===== src/rtl/memory_arbiter_pkg.sv =====
// Shared core types for the memory arbiter: request record, line width, FSM states, requester ids.
package memory_arbiter_pkg;

    localparam int ICACHE_LINE_WIDTH = 64;
    localparam int ADDR_WIDTH        = 32;

    typedef struct packed {
        logic [ADDR_WIDTH-1:0]        addr;
        logic                         is_store;
        logic [ICACHE_LINE_WIDTH-1:0] wdata;
    } memory_request_t;

    typedef enum logic [1:0] {
        IDLE     = 2'd0,
        REQ      = 2'd1,
        WAIT_RSP = 2'd2
    } arb_state_t;

    typedef enum logic {
        ICACHE = 1'b0,
        DCACHE = 1'b1
    } requester_t;

endpackage


===== src/rtl/memory_arbiter_if.sv =====
// Cache-side and memory-side handshake bundle of the memory arbiter.
// slave: the arbiter itself; master: the surrounding caches and memory model.
interface memory_arbiter_if;
    import memory_arbiter_pkg::*;

    logic                         ic_req_valid;
    memory_request_t              ic_req_info;
    logic                         dc_req_valid;
    memory_request_t              dc_req_info;
    logic                         ic_rsp_valid;
    logic [ICACHE_LINE_WIDTH-1:0] ic_rsp_data;
    logic                         dc_rsp_valid;
    logic [ICACHE_LINE_WIDTH-1:0] dc_rsp_data;
    logic                         mem_req_valid;
    memory_request_t              mem_req_info;
    logic                         mem_req_ready;
    logic                         mem_rsp_valid;
    logic [ICACHE_LINE_WIDTH-1:0] mem_rsp_data;
    logic                         arb_busy;

    modport slave (
        input  ic_req_valid, ic_req_info, dc_req_valid, dc_req_info,
        input  mem_req_ready, mem_rsp_valid, mem_rsp_data,
        output ic_rsp_valid, ic_rsp_data, dc_rsp_valid, dc_rsp_data,
        output mem_req_valid, mem_req_info, arb_busy
    );

    modport master (
        output ic_req_valid, ic_req_info, dc_req_valid, dc_req_info,
        output mem_req_ready, mem_rsp_valid, mem_rsp_data,
        input  ic_rsp_valid, ic_rsp_data, dc_rsp_valid, dc_rsp_data,
        input  mem_req_valid, mem_req_info, arb_busy
    );

endinterface


===== src/rtl/memory_arbiter_rr_select.sv =====
// Two-way grant picker: a lone request wins; a tie goes to whoever was not granted last.
// Latency: combinational.
// Backpressure: none, the caller decides when the grant is consumed.
module arb_rr_select
    import memory_arbiter_pkg::*;
(
    input  logic       req_ic,
    input  logic       req_dc,
    input  requester_t last_grant,
    output logic [1:0] grant
);

    always_comb begin
        grant = 2'b00;
        if (req_ic && req_dc) begin
            grant = (last_grant == DCACHE) ? 2'b01 : 2'b10;
        end else if (req_ic) begin
            grant = 2'b01;
        end else if (req_dc) begin
            grant = 2'b10;
        end
    end

endmodule


===== src/rtl/memory_arbiter.sv =====
// Arbitrates icache/dcache misses onto one main-memory port; optional ARB_ROUND_ROBIN_EN tie policy.
// Latency: grant 1 cycle after request, response 1 cycle after mem_rsp_valid.
// Backpressure: mem_req_valid held with stable info until mem_req_ready; one transaction in flight.
module memory_arbiter
    import memory_arbiter_pkg::*;
(
    input logic             clock,
    input logic             reset,
    memory_arbiter_if.slave bus
);

    arb_state_t      state;
    arb_state_t      state_nxt;
    requester_t      owner;
    requester_t      last_grant;
    logic            ic_pend;
    logic            dc_pend;
    memory_request_t ic_buf;
    memory_request_t dc_buf;
    memory_request_t req_info;
    logic            ic_rsp_vld;
    logic            dc_rsp_vld;
    logic [ICACHE_LINE_WIDTH-1:0] ic_rsp_dat;
    logic [ICACHE_LINE_WIDTH-1:0] dc_rsp_dat;

    logic            do_grant;
    logic            mem_req_vld;
    logic            rsp_done;
    logic [1:0]      grant;

    // A pulse is only taken when its requester has nothing queued or in flight.
    logic ic_owning, dc_owning, ic_drop, dc_drop, ic_take, dc_take;
    logic ic_vis, dc_vis, ic_win, dc_win;
    memory_request_t ic_info_sel, dc_info_sel;

    assign ic_owning   = (state != IDLE) && (owner == ICACHE);
    assign dc_owning   = (state != IDLE) && (owner == DCACHE);
    assign ic_drop     = bus.ic_req_valid && (ic_pend || ic_owning);
    assign dc_drop     = bus.dc_req_valid && (dc_pend || dc_owning);
    assign ic_take     = bus.ic_req_valid && !ic_drop;
    assign dc_take     = bus.dc_req_valid && !dc_drop;
    assign ic_vis      = ic_pend || ic_take;
    assign dc_vis      = dc_pend || dc_take;
    assign ic_info_sel = ic_pend ? ic_buf : bus.ic_req_info;
    assign dc_info_sel = dc_pend ? dc_buf : bus.dc_req_info;
    assign ic_win      = do_grant && grant[0];
    assign dc_win      = do_grant && grant[1];

    arb_rr_select u_select (
        .req_ic     (ic_vis),
        .req_dc     (dc_vis),
        .last_grant (last_grant),
        .grant      (grant)
    );

    always_ff @(posedge clock or posedge reset) begin
        if (reset) begin
            state <= IDLE;
        end else begin
            state <= state_nxt;
        end
    end

    always_comb begin
        state_nxt   = state;
        do_grant    = 1'b0;
        mem_req_vld = 1'b0;
        rsp_done    = 1'b0;
        case (state)
            IDLE: begin
                if (ic_vis || dc_vis) begin
                    do_grant  = 1'b1;
                    state_nxt = REQ;
                end
            end
            REQ: begin
                mem_req_vld = 1'b1;
                if (bus.mem_req_ready) begin
                    state_nxt = WAIT_RSP;
                end
            end
            WAIT_RSP: begin
                if (bus.mem_rsp_valid) begin
                    rsp_done  = 1'b1;
                    state_nxt = IDLE;
                end
            end
            default: state_nxt = IDLE;
        endcase
    end

`ifdef ARB_ROUND_ROBIN_EN
    always_ff @(posedge clock or posedge reset) begin
        if (reset) begin
            last_grant <= ICACHE;
        end else if (do_grant) begin
            last_grant <= grant[1] ? DCACHE : ICACHE;
        end
    end
`else
    // Pinning "icache granted last" makes every tie resolve to the dcache.
    assign last_grant = ICACHE;
`endif

    always_ff @(posedge clock or posedge reset) begin
        if (reset) begin
            ic_pend    <= 1'b0;
            dc_pend    <= 1'b0;
            ic_buf     <= '0;
            dc_buf     <= '0;
            req_info   <= '0;
            owner      <= ICACHE;
            ic_rsp_vld <= 1'b0;
            dc_rsp_vld <= 1'b0;
            ic_rsp_dat <= '0;
            dc_rsp_dat <= '0;
        end else begin
            ic_pend <= ic_vis && !ic_win;
            dc_pend <= dc_vis && !dc_win;
            if (ic_take) begin
                ic_buf <= bus.ic_req_info;
            end
            if (dc_take) begin
                dc_buf <= bus.dc_req_info;
            end
            if (do_grant) begin
                req_info <= grant[1] ? dc_info_sel : ic_info_sel;
                owner    <= grant[1] ? DCACHE : ICACHE;
            end
            ic_rsp_vld <= rsp_done && (owner == ICACHE);
            dc_rsp_vld <= rsp_done && (owner == DCACHE);
            if (rsp_done && (owner == ICACHE)) begin
                ic_rsp_dat <= bus.mem_rsp_data;
            end
            if (rsp_done && (owner == DCACHE)) begin
                dc_rsp_dat <= bus.mem_rsp_data;
            end
        end
    end

    assign bus.mem_req_valid = mem_req_vld;
    assign bus.mem_req_info  = req_info;
    assign bus.arb_busy      = (state != IDLE);
    assign bus.ic_rsp_valid  = ic_rsp_vld;
    assign bus.ic_rsp_data   = ic_rsp_dat;
    assign bus.dc_rsp_valid  = dc_rsp_vld;
    assign bus.dc_rsp_data   = dc_rsp_dat;

    ic_no_drop_a: assert property (@(posedge clock) disable iff (reset) !ic_drop);
    dc_no_drop_a: assert property (@(posedge clock) disable iff (reset) !dc_drop);

endmodule


===== src/flat_wrapper.sv =====
// flat-port wrapper written by rule: the top's interface ports become plain ports
module memory_arbiter_flat import memory_arbiter_pkg::*;
  (clock, reset, bus_ic_req_valid, bus_ic_req_info, bus_dc_req_valid, bus_dc_req_info, bus_mem_req_ready, bus_mem_rsp_valid, bus_mem_rsp_data, bus_ic_rsp_valid, bus_ic_rsp_data, bus_dc_rsp_valid, bus_dc_rsp_data, bus_mem_req_valid, bus_mem_req_info, bus_arb_busy);
  memory_arbiter_if bus_i ();
  input logic clock;
  input logic reset;
  input wire logic [$bits(bus_i.ic_req_valid)-1:0] bus_ic_req_valid;
  input wire logic [$bits(bus_i.ic_req_info)-1:0] bus_ic_req_info;
  input wire logic [$bits(bus_i.dc_req_valid)-1:0] bus_dc_req_valid;
  input wire logic [$bits(bus_i.dc_req_info)-1:0] bus_dc_req_info;
  input wire logic [$bits(bus_i.mem_req_ready)-1:0] bus_mem_req_ready;
  input wire logic [$bits(bus_i.mem_rsp_valid)-1:0] bus_mem_rsp_valid;
  input wire logic [$bits(bus_i.mem_rsp_data)-1:0] bus_mem_rsp_data;
  output wire logic [$bits(bus_i.ic_rsp_valid)-1:0] bus_ic_rsp_valid;
  output wire logic [$bits(bus_i.ic_rsp_data)-1:0] bus_ic_rsp_data;
  output wire logic [$bits(bus_i.dc_rsp_valid)-1:0] bus_dc_rsp_valid;
  output wire logic [$bits(bus_i.dc_rsp_data)-1:0] bus_dc_rsp_data;
  output wire logic [$bits(bus_i.mem_req_valid)-1:0] bus_mem_req_valid;
  output wire logic [$bits(bus_i.mem_req_info)-1:0] bus_mem_req_info;
  output wire logic [$bits(bus_i.arb_busy)-1:0] bus_arb_busy;
  assign bus_i.ic_req_valid = bus_ic_req_valid;
  assign bus_i.ic_req_info = bus_ic_req_info;
  assign bus_i.dc_req_valid = bus_dc_req_valid;
  assign bus_i.dc_req_info = bus_dc_req_info;
  assign bus_i.mem_req_ready = bus_mem_req_ready;
  assign bus_i.mem_rsp_valid = bus_mem_rsp_valid;
  assign bus_i.mem_rsp_data = bus_mem_rsp_data;
  assign bus_ic_rsp_valid = bus_i.ic_rsp_valid;
  assign bus_ic_rsp_data = bus_i.ic_rsp_data;
  assign bus_dc_rsp_valid = bus_i.dc_rsp_valid;
  assign bus_dc_rsp_data = bus_i.dc_rsp_data;
  assign bus_mem_req_valid = bus_i.mem_req_valid;
  assign bus_mem_req_info = bus_i.mem_req_info;
  assign bus_arb_busy = bus_i.arb_busy;
  memory_arbiter u_core (.clock(clock), .reset(reset), .bus(bus_i));
endmodule

===== config.mk =====
export PLATFORM = sky130hd
export DESIGN_NAME = memory_arbiter_flat
export DESIGN_NICKNAME = d
export VERILOG_FILES = /design/src/rtl/memory_arbiter_pkg.sv /design/src/rtl/memory_arbiter_if.sv /design/src/rtl/memory_arbiter_rr_select.sv /design/src/rtl/memory_arbiter.sv /design/src/flat_wrapper.sv
export SDC_FILE = /design/constraint.sdc
export NUM_CORES = 1
export LEC_CHECK = 0
export BUFFER_PORTS_ARGS = -buffer_cell sky130_fd_sc_hd__buf_2
export CAP_MARGIN = 25
export CORE_MARGIN = 4
export CORE_UTILIZATION = 57
export DETAILED_ROUTE_END_ITERATION = 10
export GPL_ROUTABILITY_DRIVEN = 0
export PLACE_DENSITY = 0.88
export SLEW_MARGIN = 20
export SYNTH_ARGS = -nofsm -noshare
export SYNTH_HDL_FRONTEND = slang
export SYNTH_SLANG_ARGS = --single-unit

===== constraint.sdc =====
create_clock -name clock -period 22.5 [get_ports clock]
set_clock_uncertainty 0.15 [all_clocks]
set_input_delay 1.125 -clock clock [delete_from_list [all_inputs] [get_ports clock]]
set_output_delay 1.125 -clock clock [all_outputs]
set_load 0.1 [all_outputs]

==> flow_summary_export.csv, run 1 <==
group,metric,value,unit
yosys,synth_edf_count,0,
yosys,synthFlopType,"dfrtp_1",
global_route,antenna_found_initial,26,
drt,route.vias.total,15200,
flow_run,drv_cap,0,
timing,max_slew_margin,28.7,%
clocking,numClockSinks,426,
drt,detail_route.wl_per_cell,24.2,um
timing,max_freq,0.307,GHz
yosys,yosys-top-cells-area,"dfrtp_1, mux2_2, mux2i_1, o32a_1, a21o_1",
global_route,grt_overflow,0,
global_route,grtUsageMet2,52.7,%
floorplanning,initial_core_util,57.7,%
floorplanning,die_w,189,um
global_route,met1_usage,35.9,%
timing,fin_ws,19.24,ns
yosys,syn-num-nets,1763,
timing,timing.final.crit_share,14.5,%
finish,nets,2180,
drt,routed_wl,58300,um
place,port_buffers,492,
critical_path,crit_path_end_kind,"flop",
critical_path,start_kind,"flop",
timing,maxSlewViolCount,0,
floorplanning,ios,493,
clocking,root_buffer,"clkbuf_16",
timing,setup_violations,0,
worst_hold_path,hold_path.class,"flop to flop",
yosys,synthesis.area,18800,um2
global_route,first_global_vias,15800,
clocking,htreeDepth,2,
global_route,track_usage,30.9,%
drt,routed_via_density,6.29,
place,dp_hpwl,36800,um
global_route,use_met3,9.18,%
timing,timing_hold_violations_final,0,
floorplanning,die_h,189,um
global_route,grt_pass1_wl,88400,um
yosys,async_flop_share,100,%
yosys,yosys_warnings,0,
yosys,synth.most_common_cell,"dfrtp_1",
clocking,clk_path_buf_depth,3,
timing,period_minus_slack,3.26,ns
yosys,synth_area_per_cell,12.5,um2
clocking,numCtsBuffers,44,
floorplanning,core-area,32500,um2
global_route,grt_max_degree,138,
yosys,synth_top_area_share,56.8,%
critical_path,crit_fanout,90,
yosys,synth_cells,1499,
critical_path,crit_arrival,3.58,ns
drt,drc,0,
floorplanning,die_area,35900,um2
yosys,yosysUniqueCellTypes,26,
clocking,clk_latency,0.55,ns
drt,dr.pass1.iters,5,
drt,first_iter_violations,1258,
clocking,clkTransAtPathRegs,0.06,ns
yosys,synth_largest_area_cell,"dfrtp_1",
drt,antenna_left,0,
global_route,grt.busiest_layer,"met2",
clocking,cts_setup_buffers,0,
yosys,ys_seq_area_share,56.8,%
finish,final_core_util,70.8,%
clocking,ctsResizeCount,0,
critical_path,worst_ep_required_time,22.82,ns
finish,design_area,23000,um2
critical_path,path_class,"flop to flop",
floorplanning,num_rows,66,
timing,tns,0,ns
clocking,cts_hold_buf,0,
yosys,yosys-top-cells-count,"dfrtp_1, mux2_2, clkbuf_1",
timing,tightestPinTransition,1.07,ns
outcome,status,"finished, final reports clean",
clocking,cts_tree,"done",
yosys,synth-seq-cells,426,
place,placed_cell_area,21400,um2
timing,rsz0062_at_grt,"false",
finish,synthToLayoutAreaGrowth,22.8,%
place,place_ws,18.36,ns
finish,drive_above_1_share,42.0,%
==> per-stage QoR <==
stage / hold slack, ns / std cells
5_1_grt: 0.333 / 2409
2_1_floorplan: 0.299 / 1499
3_5_place_dp: 0.315 / 2308
4_1_cts: 0.328 / 2387
3_3_place_gp: 0.307 / 2306
6_report: 0.327 / 2411
==> cell families after synthesis <==
| kind of cell | share of synthesized area (%) |
|---|---|
| flip-flops | 56.8 |
| buffers and inverters | 3.21 |
| AND/OR/NAND/NOR | 8.12 |
| AO/OA/AOI/OAI | 13.2 |
| multiplexers | 18.7 |
==> path summary, 6_finish.rpt <==
kind	slack, ns	to	start	cells after the start
worst max-delay path	19.24	u_core.bus.mem_req_info[62]	u_core.state[0]	5
worst min-delay path	0.33	u_core.dc_buf[9]	u_core.dc_buf[9]	1
worst max register to register	19.24	u_core.bus.mem_req_info[62]	u_core.state[0]	5
worst min register to register	0.33	u_core.dc_buf[9]	u_core.dc_buf[9]	1
max in group asynchronous	19.54	u_core.ic_buf[51]	reset	6
min in group asynchronous	0.62	u_core.bus.ic_rsp_data[6]	reset	2
==> worst max-delay path, cell delays in order, from the launching register on <==
cell and delay (ns):
dfrtp_1 0.46, nor2_4 0.35, buf_4 0.87, and2_4 0.72
buf_12 0.32, o32a_1 0.22
==> layout by cell type (no fill, tap or decap), types with 2 or more instances in the layout <==
cell type / netlist / layout
nand3_1: 97 / 97
clkbuf_8: 0 / 14
buf_12: 0 / 2
clkbuf_1: 113 / 10
dfrtp_1: 426 / 424
diode_2: 0 / 20
dfrtp_4: 0 / 2
nor2_1: 3 / 2
o32a_1: 97 / 97
inv_1: 5 / 4
nand2_1: 99 / 98
a21o_1: 98 / 98
o21ai_0: 4 / 4
clkinv_4: 0 / 2
and3_1: 97 / 97
buf_16: 0 / 4
buf_2: 19 / 491
mux2_2: 225 / 225
inv_6: 0 / 2
a211oi_1: 97 / 97
buf_4: 0 / 16
clkinv_2: 0 / 4
clkbuf_16: 0 / 45
mux2i_1: 97 / 97
==> registers in the layout, summed over array words and instances (netlist names) <==
| signal | count |
|---|---|
| u_core.bus.mem_req_info | 97 |
| u_core.dc_buf | 97 |
| u_core.ic_buf | 97 |
| u_core.bus.dc_rsp_data | 64 |
| u_core.bus.ic_rsp_data | 64 |
| u_core.state | 2 |
| u_core.bus.dc_rsp_valid | 1 |
| u_core.bus.ic_rsp_valid | 1 |
| u_core.dc_pend | 1 |
| u_core.ic_pend | 1 |
| u_core.owner | 1 |
==> final cells by class <==
cell class                 count  area [um2]
tap                          442         553
inverter                       5        26.3
antenna                       20        50.0
fill                        2185        9490
multi-input combinational    925        7560
clock buffer                  69        1360
clock inverter                10        92.6
timing repair buffer         514        2740
sequential                   426       10700
==> routing by layer <==
layer | part of all wire (%) | up-vias
met5 | 0.16 | -
met4 | 5.0 | 16
met3 | 9.3 | 190
met2 | 50 | 831
met1 | 35 | 7674
li1 | - | 6450
Power of run 1 is not shown: default switching activity piles up to over one toggle a cycle in this logic, so the estimate is an artifact.
==> run 2: changes to the inputs <==
- CORE_UTILIZATION: 57 -> 48
- PLACE_DENSITY: 0.88 -> 0.8
- clock period: 22.5 -> 2.9 ns (I/O delays scaled with it)
==> run 2 against run 1 <==
Compared with the run above: flip-flop and latch count unchanged; register-to-register slack lost 19 ns; global-route usage up 0.19 points; utilization decreased by 3.6 points; first-iteration DRC count up 16%; routed wire length grew 17%; sequential share of layout area shrank 5.2 points; setup slack worse by 19 ns; final cell count up 14%; critical endpoint is now u_core.bus.mem_req_info[52].
==> flow_summary_export.csv, run 2 (synthesis gave the netlist of run 1 again) <==
group,metric,value,unit
outcome,status,"finished, final reports clean",
clocking,ctsResizeCount,0,
worst_hold_path,min-delay-start,"bus_dc_req_valid",
floorplanning,die_h,206,um
timing,maxSlewViolCount,0,
critical_path,path_class,"flop to flop",
timing,timing.final.crit_share,90.9,%
floorplanning,die_w,206,um
place,post-place-cells,2401,
finish,fin_cells,2753,
drt,routed_wl,68200,um
drt,drc,0,
critical_path,crit_path_end_kind,"flop",
critical_path,crit_fanout,63,
drt,routed_via_density,6.02,
global_route,use_met3,8.59,%
timing,rsz0062_at_grt,"false",
clocking,numCtsBuffers,44,
global_route,grt_max_degree,196,
finish,final_core_util,67.2,%
drt,first_iter_violations,1453,
critical_path,crit_start,"u_core.dc_pend",
clocking,clk_latency,0.57,ns
critical_path,critPathMaxStageDelay,0.70,ns
clocking,root_buffer,"clkbuf_16",
clocking,clkTransAtPathRegs,0.06,ns
critical_path,path_cells,"or4_4 -> buf_4 -> buf_4 -> nand3_1 -> o32a_1",
critical_path,rrSetupSlack,0.26,ns
global_route,grt_overflow,0,
clocking,clk_path_buf_depth,3,
floorplanning,core-area,38600,um2
global_route,grt_pass1_wl,103000,um
critical_path,r2r_end,"u_core.bus.mem_req_info[52]",
floorplanning,die_area,42300,um2
clocking,htreeDepth,2,
drt,dr.pass1.iters,5,
floorplanning,num_rows,72,
place,dp_hpwl,38500,um
worst_hold_path,hold_path.class,"input pin to flop",
finish,nets,2456,
timing,period_minus_slack,2.64,ns
floorplanning,ios,493,
worst_hold_path,holdPathStages,4,
place,port_buffers,492,
critical_path,start_kind,"flop",
critical_path,ff2ff_path_depth,5,
critical_path,cpMostUsedCell,"buf_4",
clocking,numClockSinks,426,
global_route,grt.busiest_layer,"met2",
worst_hold_path,holdPathEnd,"u_core.dc_buf[74]",
timing,max_freq,0.379,GHz
timing,timing_hold_violations_final,0,
drt,detail_route.wl_per_cell,24.8,um
finish,drive_above_1_share,37.5,%
critical_path,worstReg2RegStart,"u_core.dc_pend",
global_route,track_usage,31.1,%
floorplanning,initial_core_util,48.6,%
finish,final_common_cell,"buf_2",
global_route,first_global_vias,17700,
critical_path,cp_slowest_cell,"buf_4",
clocking,cts_setup_buffers,0,
flow_run,drv_cap,0,
drt,antenna_left,0,
critical_path,crit_arrival,2.92,ns
finish,final_cell_mix,"buf_2, dfrtp_1, dlygate4sd3_1",
global_route,met1_usage,36.1,%
global_route,antenna_found_initial,8,
clocking,cts_hold_buf,263,
timing,max_slew_margin,28.3,%
finish,synthToLayoutAreaGrowth,38.4,%
critical_path,worst_ep_required_time,3.18,ns
clocking,cts_tree,"done",
timing,setup_violations,0,
drt,route.vias.total,16600,
timing,tightestPinTransition,1.08,ns
global_route,grtUsageMet2,52.3,%
-- run 2: cell count changes in the layout (fill, tap and decap cells not counted), moves of 2 or more --
| cell | before | now |
|---|---|---|
| clkinv_2 | 4 | 6 |
| buf_16 | 4 | 0 |
| diode_2 | 20 | 9 |
| clkbuf_1 | 10 | 7 |
| buf_12 | 2 | 15 |
| clkinvlp_4 | 1 | 3 |
| bufinv_16 | 1 | 4 |
| dlygate4sd3_1 | 0 | 263 |
| buf_4 | 16 | 21 |
-- run 2: through the flow --
step	setup TNS (ns)	cell area (um2)	setup slack (ns)	hold slack (ns)
after global routing	0	26000	0.179	0.145
after CTS	0	26000	0.309	0.118
after detailed placement	0	21800	0.376	0.216
after global placement	0	21800	0.442	0.196
final	0	26000	0.263	0.148
after floorplan	-1339.53	18800	-3.14	0.103
-- run 2: area by class of cell --
cell class | count | area (um2)
antenna | 9 | 22.5
clock inverter | 15 | 191
inverter | 5 | 22.5
sequential | 426 | 10700
fill | 2563 | 12700
timing repair buffer | 790 | 5550
multi-input combinational | 925 | 7550
clock buffer | 65 | 1330
tap | 518 | 648
-- run 2: worst max path at each step --
| stage | slack, ns | endpoint | depth (start not counted) |
|---|---|---|---|
| floorplan | -3.14 | u_core.bus.dc_rsp_data[0] | 1 |
| global placement | 0.44 | u_core.bus.mem_req_info[51] | 5 |
| detailed placement | 0.38 | u_core.bus.mem_req_info[43] | 5 |
| CTS | 0.31 | bus_arb_busy | 4 |
| global route | 0.18 | u_core.bus.mem_req_info[75] | 5 |
| finish | 0.26 | u_core.bus.mem_req_info[52] | 5 |
-- run 2: worst max-delay path: cells and delay by family, from the launching register on --
kind                   cells  cell delay [ns]
AND/OR/NAND/NOR            2             0.37
AO/OA/AOI/OAI              1             0.36
flip-flops                 1             0.45
buffers and inverters      2             1.09
-- run 2: metal layers --
layer	share of wire (%)	wire length, um
met1	35	24000
met3	9.6	6530
met2	49	33700
met4	5.7	3880
met5	0	0
Power of run 2 is left out for the same reason.
